## src/rtl/alu_seq_param_if.sv

```systemverilog
// Request/response bundle between the operand/decode stage and alu_seq_param.
// The master drives operation requests and consumes results; the ALU is the slave.
interface alu_seq_param_if #(
  parameter int WIDTH = 8
);
  logic             in_valid;
  logic             in_ready;
  logic [WIDTH-1:0] opA;
  logic [WIDTH-1:0] opB;
  logic [3:0]       opcode;
  logic             cin;
  logic             out_valid;
  logic             out_ready;
  logic [WIDTH-1:0] outQ;
  logic [WIDTH-1:0] outQ_hi;
  logic             cout;
  logic             zero;
  logic             neg;
  logic             ovf;
  logic             busy;

  modport master (
    output in_valid, opA, opB, opcode, cin, out_ready,
    input  in_ready, out_valid, outQ, outQ_hi, cout, zero, neg, ovf, busy
  );

  modport slave (
    input  in_valid, opA, opB, opcode, cin, out_ready,
    output in_ready, out_valid, outQ, outQ_hi, cout, zero, neg, ovf, busy
  );
endinterface

```

## src/rtl/alu_seq_param.sv

```systemverilog
// Registered WIDTH-bit ALU with valid/ready handshakes, status flags and a
// multi-cycle unsigned shift-add multiplier; the result register holds under backpressure.
module alu_seq_param #(
  parameter int WIDTH  = 8,
  parameter bit MUL_EN = 1'b1
) (
  input logic           clk,
  input logic           rst,
  alu_seq_param_if.slave bus
);

  localparam int CW = $clog2(WIDTH + 1);

  localparam logic [3:0] OP_ADD  = 4'h0;
  localparam logic [3:0] OP_SUB  = 4'h1;
  localparam logic [3:0] OP_LSH  = 4'h2;
  localparam logic [3:0] OP_RSH  = 4'h3;
  localparam logic [3:0] OP_XOR  = 4'h4;
  localparam logic [3:0] OP_CMP  = 4'h5;
  localparam logic [3:0] OP_AND  = 4'h6;
  localparam logic [3:0] OP_NAND = 4'h7;
  localparam logic [3:0] OP_OR   = 4'h8;
  localparam logic [3:0] OP_NOR  = 4'h9;
  localparam logic [3:0] OP_MUL  = 4'hA;

  typedef enum logic [0:0] {
    IDLE    = 1'b0,
    MUL_RUN = 1'b1
  } state_t;

  typedef struct packed {
    logic [WIDTH-1:0] q;
    logic             c;
    logic             v;
  } res_t;

  // Single-cycle operations; unknown opcodes (including MUL here) yield all zeros.
  function automatic res_t alu_op(input logic [3:0] op, input logic [WIDTH-1:0] a,
                                  input logic [WIDTH-1:0] b, input logic ci);
    res_t                    r;
    logic [WIDTH:0]          sum;
    logic signed [WIDTH-1:0] as;
    logic signed [WIDTH-1:0] bs;
    logic signed [WIDTH-1:0] rs;
    r   = '0;
    sum = '0;
    as  = signed'(a);
    bs  = signed'(b);
    rs  = '0;
    case (op)
      OP_ADD: begin
        sum = {1'b0, a} + {1'b0, b} + {{WIDTH{1'b0}}, ci};
        r.q = sum[WIDTH-1:0];
        r.c = sum[WIDTH];
        rs  = signed'(r.q);
        r.v = ((as < 0) == (bs < 0)) && ((rs < 0) != (as < 0));
      end
      OP_SUB: begin
        sum = {1'b0, a} + {1'b0, ~b} + {{WIDTH{1'b0}}, ci};
        r.q = sum[WIDTH-1:0];
        r.c = sum[WIDTH];
        rs  = signed'(r.q);
        r.v = ((as < 0) != (bs < 0)) && ((rs < 0) != (as < 0));
      end
      OP_LSH: begin
        r.q = {a[WIDTH-2:0], ci};
        r.c = a[WIDTH-1];
      end
      OP_RSH: begin
        r.q = {ci, a[WIDTH-1:1]};
        r.c = a[0];
      end
      OP_XOR:  r.q = a ^ b;
      OP_AND:  r.q = a & b;
      OP_NAND: r.q = ~(a & b);
      OP_OR:   r.q = a | b;
      OP_NOR:  r.q = ~(a | b);
      OP_CMP: begin
        if (a == b)     r.q = WIDTH'(1);
        else if (a > b) r.q = WIDTH'(2);
        else            r.q = WIDTH'(3);
      end
      default: r = '0;
    endcase
    return r;
  endfunction

  state_t             state;
  state_t             state_d;
  logic               in_ready;
  logic               accept;
  logic               is_mul;
  logic               out_free;
  logic               mul_done;
  logic               load_single;
  logic               load_mul;
  res_t               res;

  logic [2*WIDTH-1:0] acc;
  logic [2*WIDTH-1:0] mcand;
  logic [WIDTH-1:0]   mplier;
  logic [CW-1:0]      cnt;
  logic [2*WIDTH-1:0] acc_nxt;
  logic [2*WIDTH-1:0] prod;

  logic               vld_p1;
  logic [WIDTH-1:0]   q_p1;
  logic [WIDTH-1:0]   q_hi_p1;
  logic               cout_p1;
  logic               ovf_p1;

  assign res      = alu_op(bus.opcode, bus.opA, bus.opB, bus.cin);
  assign is_mul   = MUL_EN && (bus.opcode == OP_MUL);
  assign out_free = !vld_p1 || bus.out_ready;
  assign in_ready = (state == IDLE) && out_free;
  assign accept   = bus.in_valid && in_ready;

  // One shift-add step per edge; once cnt reaches WIDTH the product sits in acc.
  assign acc_nxt  = acc + (mplier[0] ? mcand : '0);
  assign prod     = (cnt == CW'(WIDTH)) ? acc : acc_nxt;
  assign mul_done = (cnt == CW'(WIDTH - 1)) || (cnt == CW'(WIDTH));

  always_comb begin
    state_d     = state;
    load_single = 1'b0;
    load_mul    = 1'b0;
    case (state)
      IDLE: begin
        if (accept) begin
          if (is_mul) state_d = MUL_RUN;
          else        load_single = 1'b1;
        end
      end
      MUL_RUN: begin
        if (mul_done && out_free) begin
          load_mul = 1'b1;
          state_d  = IDLE;
        end
      end
      default: state_d = IDLE;
    endcase
  end

  always_ff @(posedge clk) begin
    if (rst) begin
      state <= IDLE;
      cnt   <= '0;
    end else begin
      state <= state_d;
      if (accept && is_mul) begin
        cnt <= '0;
      end else if ((state == MUL_RUN) && (cnt != CW'(WIDTH))) begin
        cnt <= cnt + CW'(1);
      end
    end
  end

  // Multiplier datapath: operands captured at acceptance, then iterated.
  always_ff @(posedge clk) begin
    if (accept && is_mul) begin
      acc    <= '0;
      mcand  <= {{WIDTH{1'b0}}, bus.opA};
      mplier <= bus.opB;
    end else if ((state == MUL_RUN) && (cnt != CW'(WIDTH))) begin
      acc    <= acc_nxt;
      mcand  <= mcand << 1;
      mplier <= mplier >> 1;
    end
  end

  // Stage p1: result and flag register presented to the consumer.
  always_ff @(posedge clk) begin
    if (rst) begin
      vld_p1  <= 1'b0;
      q_p1    <= '0;
      q_hi_p1 <= '0;
      cout_p1 <= 1'b0;
      ovf_p1  <= 1'b0;
    end else if (load_single) begin
      vld_p1  <= 1'b1;
      q_p1    <= res.q;
      q_hi_p1 <= '0;
      cout_p1 <= res.c;
      ovf_p1  <= res.v;
    end else if (load_mul) begin
      vld_p1  <= 1'b1;
      q_p1    <= prod[WIDTH-1:0];
      q_hi_p1 <= prod[2*WIDTH-1:WIDTH];
      cout_p1 <= |prod[2*WIDTH-1:WIDTH];
      ovf_p1  <= 1'b0;
    end else if (bus.out_ready) begin
      vld_p1  <= 1'b0;
    end
  end

  assign bus.in_ready  = in_ready;
  assign bus.busy      = (state == MUL_RUN);
  assign bus.out_valid = vld_p1;
  assign bus.outQ      = q_p1;
  assign bus.outQ_hi   = q_hi_p1;
  assign bus.cout      = cout_p1;
  assign bus.ovf       = ovf_p1;
  assign bus.zero      = (q_p1 == '0);
  assign bus.neg       = q_p1[WIDTH-1];

endmodule
```

## src/flat_wrapper.sv

```systemverilog
// flat-port wrapper written by rule: the top's interface ports become plain ports
module alu_seq_param_flat 
#(
  parameter int WIDTH  = 8,
  parameter bit MUL_EN = 1'b1
)
  (clk, rst, bus_in_valid, bus_opA, bus_opB, bus_opcode, bus_cin, bus_out_ready, bus_in_ready, bus_out_valid, bus_outQ, bus_outQ_hi, bus_cout, bus_zero, bus_neg, bus_ovf, bus_busy);
  alu_seq_param_if #(.WIDTH(WIDTH)) bus_i ();
  input logic clk;
  input logic rst;
  input wire logic [$bits(bus_i.in_valid)-1:0] bus_in_valid;
  input wire logic [$bits(bus_i.opA)-1:0] bus_opA;
  input wire logic [$bits(bus_i.opB)-1:0] bus_opB;
  input wire logic [$bits(bus_i.opcode)-1:0] bus_opcode;
  input wire logic [$bits(bus_i.cin)-1:0] bus_cin;
  input wire logic [$bits(bus_i.out_ready)-1:0] bus_out_ready;
  output wire logic [$bits(bus_i.in_ready)-1:0] bus_in_ready;
  output wire logic [$bits(bus_i.out_valid)-1:0] bus_out_valid;
  output wire logic [$bits(bus_i.outQ)-1:0] bus_outQ;
  output wire logic [$bits(bus_i.outQ_hi)-1:0] bus_outQ_hi;
  output wire logic [$bits(bus_i.cout)-1:0] bus_cout;
  output wire logic [$bits(bus_i.zero)-1:0] bus_zero;
  output wire logic [$bits(bus_i.neg)-1:0] bus_neg;
  output wire logic [$bits(bus_i.ovf)-1:0] bus_ovf;
  output wire logic [$bits(bus_i.busy)-1:0] bus_busy;
  assign bus_i.in_valid = bus_in_valid;
  assign bus_i.opA = bus_opA;
  assign bus_i.opB = bus_opB;
  assign bus_i.opcode = bus_opcode;
  assign bus_i.cin = bus_cin;
  assign bus_i.out_ready = bus_out_ready;
  assign bus_in_ready = bus_i.in_ready;
  assign bus_out_valid = bus_i.out_valid;
  assign bus_outQ = bus_i.outQ;
  assign bus_outQ_hi = bus_i.outQ_hi;
  assign bus_cout = bus_i.cout;
  assign bus_zero = bus_i.zero;
  assign bus_neg = bus_i.neg;
  assign bus_ovf = bus_i.ovf;
  assign bus_busy = bus_i.busy;
  alu_seq_param #(.WIDTH(WIDTH), .MUL_EN(MUL_EN)) u_core (.clk(clk), .rst(rst), .bus(bus_i));
endmodule
```

## config.mk

```make
export PLATFORM = sky130hd
export DESIGN_NAME = alu_seq_param_flat
export DESIGN_NICKNAME = d
export VERILOG_FILES = /design/src/rtl/alu_seq_param_if.sv /design/src/rtl/alu_seq_param.sv /design/src/flat_wrapper.sv
export SDC_FILE = /design/constraint.sdc
export NUM_CORES = 1
export LEC_CHECK = 0
export BUFFER_PORTS_ARGS = -buffer_cell sky130_fd_sc_hd__buf_4
export CAP_MARGIN = 40
export CELL_PAD_IN_SITES_DETAIL_PLACEMENT = 1
export CELL_PAD_IN_SITES_GLOBAL_PLACEMENT = 2
export CORE_ASPECT_RATIO = 1.75
export CORE_UTILIZATION = 33
export DETAILED_ROUTE_END_ITERATION = 8
export PLACE_DENSITY = 0.89
export SLEW_MARGIN = 10
export SYNTH_ARGS = -nofsm -noshare
export SYNTH_HDL_FRONTEND = slang
export SYNTH_SLANG_ARGS = --single-unit
```

## constraint.sdc

```tcl
create_clock -name clk -period 2.88 [get_ports clk]
set_input_delay 0.576 -clock clk [delete_from_list [all_inputs] [get_ports clk]]
set_output_delay 0.576 -clock clk [all_outputs]
set_load 0.01 [all_outputs]
```

==> reports/summary.txt <==
status: finished, violations left
failing checks: setup timing
routed vias: 5,111
Post-Synth Simple-Gate Area: 20.71%
H-tree depth: 3
post-synthesis xor/xnor area fraction: 5.098%
peak per-stage delay on the critical path: 390 ps
# DRC: 0
r2r setup slk: -10 ps
Port Buf Inserts: 47
Final ANT Viol Nets: 0
CTS Hold Bufs: 0
Synth area leader: dfxtp_1
CTS clk-pin slew, worst paths: 70 ps
wire per inst: 20.65 microns
GR Util All Layers: 24.09%
worst reg2reg path depth: 11
WP data arrival: 3120 ps
post-synthesis sequential area ratio: 27.97%
Mean Syn Cell Area: 8.103 sq um
CP Cell Sequence: buf_4 -> and2_1 -> ha_1 -> a21o_1 -> a21o_1 -> a221oi_4 -> nand3_2 -> nor3b_2 -> xor2_2 -> o41ai_2 -> a211oi_2
Nets: 784
Vert. Die Dim: 167.3 microns
via count of the first global-routing pass: 5,670
Hold Path Sink: u_core.mcand[15]$_SDFFE_PP0P_
Final Hold Viols: 0
most frequent cells in the layout: 101 x buf_4, 87 x nand2_1, 50 x nor2_1
CTS Buf Count: 9
worst clock skew: 11.53 ps
CP max-delay cell: edfxtp_1
crit path from: u_core.mplier[0]$_DFFE_PP_
Clock Latency Late Sink: 350 ps
multi-input logic area: 3521 sq um
Warnings, synthesis: 0
Most used DFF post-synth: dfxtp_1
non-filler cells, final: 904
Max Cap Viol: 0
Fmax: 0.3459 GHz
PD cells: 669.3 nW/um^2
ys async rst share: 0%
Critical Path Source Type: flop
RSZ-0062 raised after global routing: true
# diodes: 0
register area: 1441 sq um
cell mode on critical path: a21o_1
initial antenna violation count: 0
clock root buffer: clkbuf_16
pin count of the biggest net entering global routing: 29
Finish-stage setup viols: 1
Worst-Margin Slew: 598.9 ps
worst endpoint required time: 3110 ps
layout cell share with drive strength beyond 1: 21.87%
critical path endpoint category: flop
Post-Place Setup Slack: -143.5 ps
GRT overflow: 0
Fillers: 1,876
critical path peak fanout: 14
DP Area: 5998 sq um
FP Rows: 60
Hold Path Stages: 2
first-pass detailed-route iteration total: 4
most common cell after layout, fill and taps aside: buf_4
reg-to-reg endpoint: u_core.bus.cout$_SDFFE_PP0P_
Setup Crit Path Kind: flop to flop
P_leak: 2.766 nW
Placed Cells: 887
CTS tree: done
post-synthesis adder-cell area fraction: 11.90%
Area contributors post-synth: dfxtp_1 19%, ha_1 10%, edfxtp_1 9.3%
Max IR drop VDD: 0.2809 mV
Hold WC Path Type: flop to flop
HPWL Detailed: 14,520 microns
final worst path period need: 2891 ps
setup_tns: -11.27 ps
# IOs: 48
area fraction in compound gates after synthesis: 22.70%
CTS Sinks: 64
Mapped Nets: 707
Final Cell Area: 6414 sq um
CORE AREA: 15,310 sq um
Clock Tree Buf Depth: 2
synthesized cell area: 5154 sq um
crit share post-route: 100.4%
Syn Inst Count: 636
synthesis-to-layout area growth: 24.45%
Die Wd: 96.47 microns
die area: 16,140 sq um
Routed WL: 18,670 microns
hold path startpoint: u_core.mcand[15]$_SDFFE_PP0P_
synth unique cells: 69
drt via density: 5.654
main combinational cell family by area after synthesis: compound AO/OA/AOI/OAI gates
RR Startpoint: u_core.mplier[0]$_DFFE_PP_
GPL Wtd Cong: 0.9083
proportion of netlist area held by the largest area contributor: 18.65%
worst path bufs/invs: 1
synthesis-stage register bit count: 64
Initial Util: 33.65%
PnR worst setup slack: -11.27 ps
DR iter-0 viols: 151
relative slew slack: 60.07%
first-pass GRT wire length: 28,960 microns
Largest delay share family, worst path: compound AO/OA/AOI/OAI gates
mux share of post-synthesis cell area: 6.069%
EDFF count, synth: 16
Slew Limit Fails: 0
-- logic make-up (layout without fill, tap and decap cells) --
| family | count (synthesis) | after routing |
|---|---|---|
| xor gates and xnor gates | 30 | 30 |
| AOI/OAI and AO/OA | 174 | 174 |
| buffers and inverters | 68 | 150 |
| muxes | 28 | 28 |
| adders and majority gates | 46 | 46 |
| and+or+nand+nor | 226 | 226 |
| DFF | 64 | 64 |
-- worst min-delay path: cells and delay by family (launching register included) --
kind             cells  cell delay (ps)
AO/OA/AOI/OAI        1               60
flip-flops           1              310
AND/OR/NAND/NOR      1               50
-- layout make-up --
type                       count  share of cell area [%]
sequential                    64                   22.47
multi-input combinational    504                   54.90
clock inverter                 6                   1.092
timing repair buffer         102                   12.13
tap                          186                   3.629
clock buffer                  10                   3.902
inverter                      32                   1.873
-- flip-flops by register name, indices dropped and copies added (netlist names) --
name                  flops
u_core.bus.outQ           8
u_core.bus.out_valid      1
u_core.acc               16
u_core.bus.outQ_hi        8
u_core.bus.busy           1
u_core.bus.ovf            1
u_core.mcand             16
u_core.bus.cout           1
u_core.mplier             8
u_core.cnt                4
-- repair_timing --
action,in CTS,in global routing
pin swaps,1,4
buffers inserted,1,0
resized for setup,1,11
setup endpoints to repair,1,4
-- worst max-delay path by stage --
stage                                         endpoint  slack [ps]  depth (start not counted)
after global routing      u_core.bus.cout$_SDFFE_PP0P_        -170                         11
after floorplan           u_core.bus.cout$_SDFFE_PP0P_        -100                         12
after global placement    u_core.bus.cout$_SDFFE_PP0P_         -50                         11
after detailed placement  u_core.bus.cout$_SDFFE_PP0P_        -140                         11
after CTS                 u_core.bus.cout$_SDFFE_PP0P_         -60                         11
final                     u_core.bus.cout$_SDFFE_PP0P_         -10                         11
-- synth_stat cells (all sizes together) (10+ instances only) --
cell type and instances:
a211oi 14, a21o 11, a21oi 51, and2 21, buf 14, clkbuf 22
dfxtp 48, edfxtp 16, ha 41, inv 32, mux2 16, mux2i 12
nand2 87, nand3 10, nor2 51, nor3 13, o21ai 33, o22ai 10
xnor2 15, xor2 15
-- report_power, final --
group	switching, W	internal [W]	total (W)
logic	0.00102	0.000817	0.00184
registers	0.000171	0.00108	0.00125
clock network	0.000476	0.000733	0.00121
-- per-layer routing --
layer | vias up | share of wire [%] | routed length (microns) | track usage [%]
met5 | - | 0 | 0 | 0
met4 | 0 | 6.0 | 1119 | 17.20
met3 | 63 | 2.7 | 505 | 2.906
met2 | 134 | 56 | 10510 | 45.56
met1 | 2486 | 35 | 6533 | 22.55
li1 | 2428 | - | - | -
-- per-stage QoR --
step	util, %	hold WS, ps	total power, W
after global routing	41.88	508.4	0.004501
after floorplan	-	434.7	0.002294
after CTS	41.32	472.9	0.004233
final	41.88	471.3	0.004292
after detailed placement	39.17	462.1	0.002997
after global placement	39.17	452.4	0.002916
Note: power is estimated with default switching activity, not from simulation.
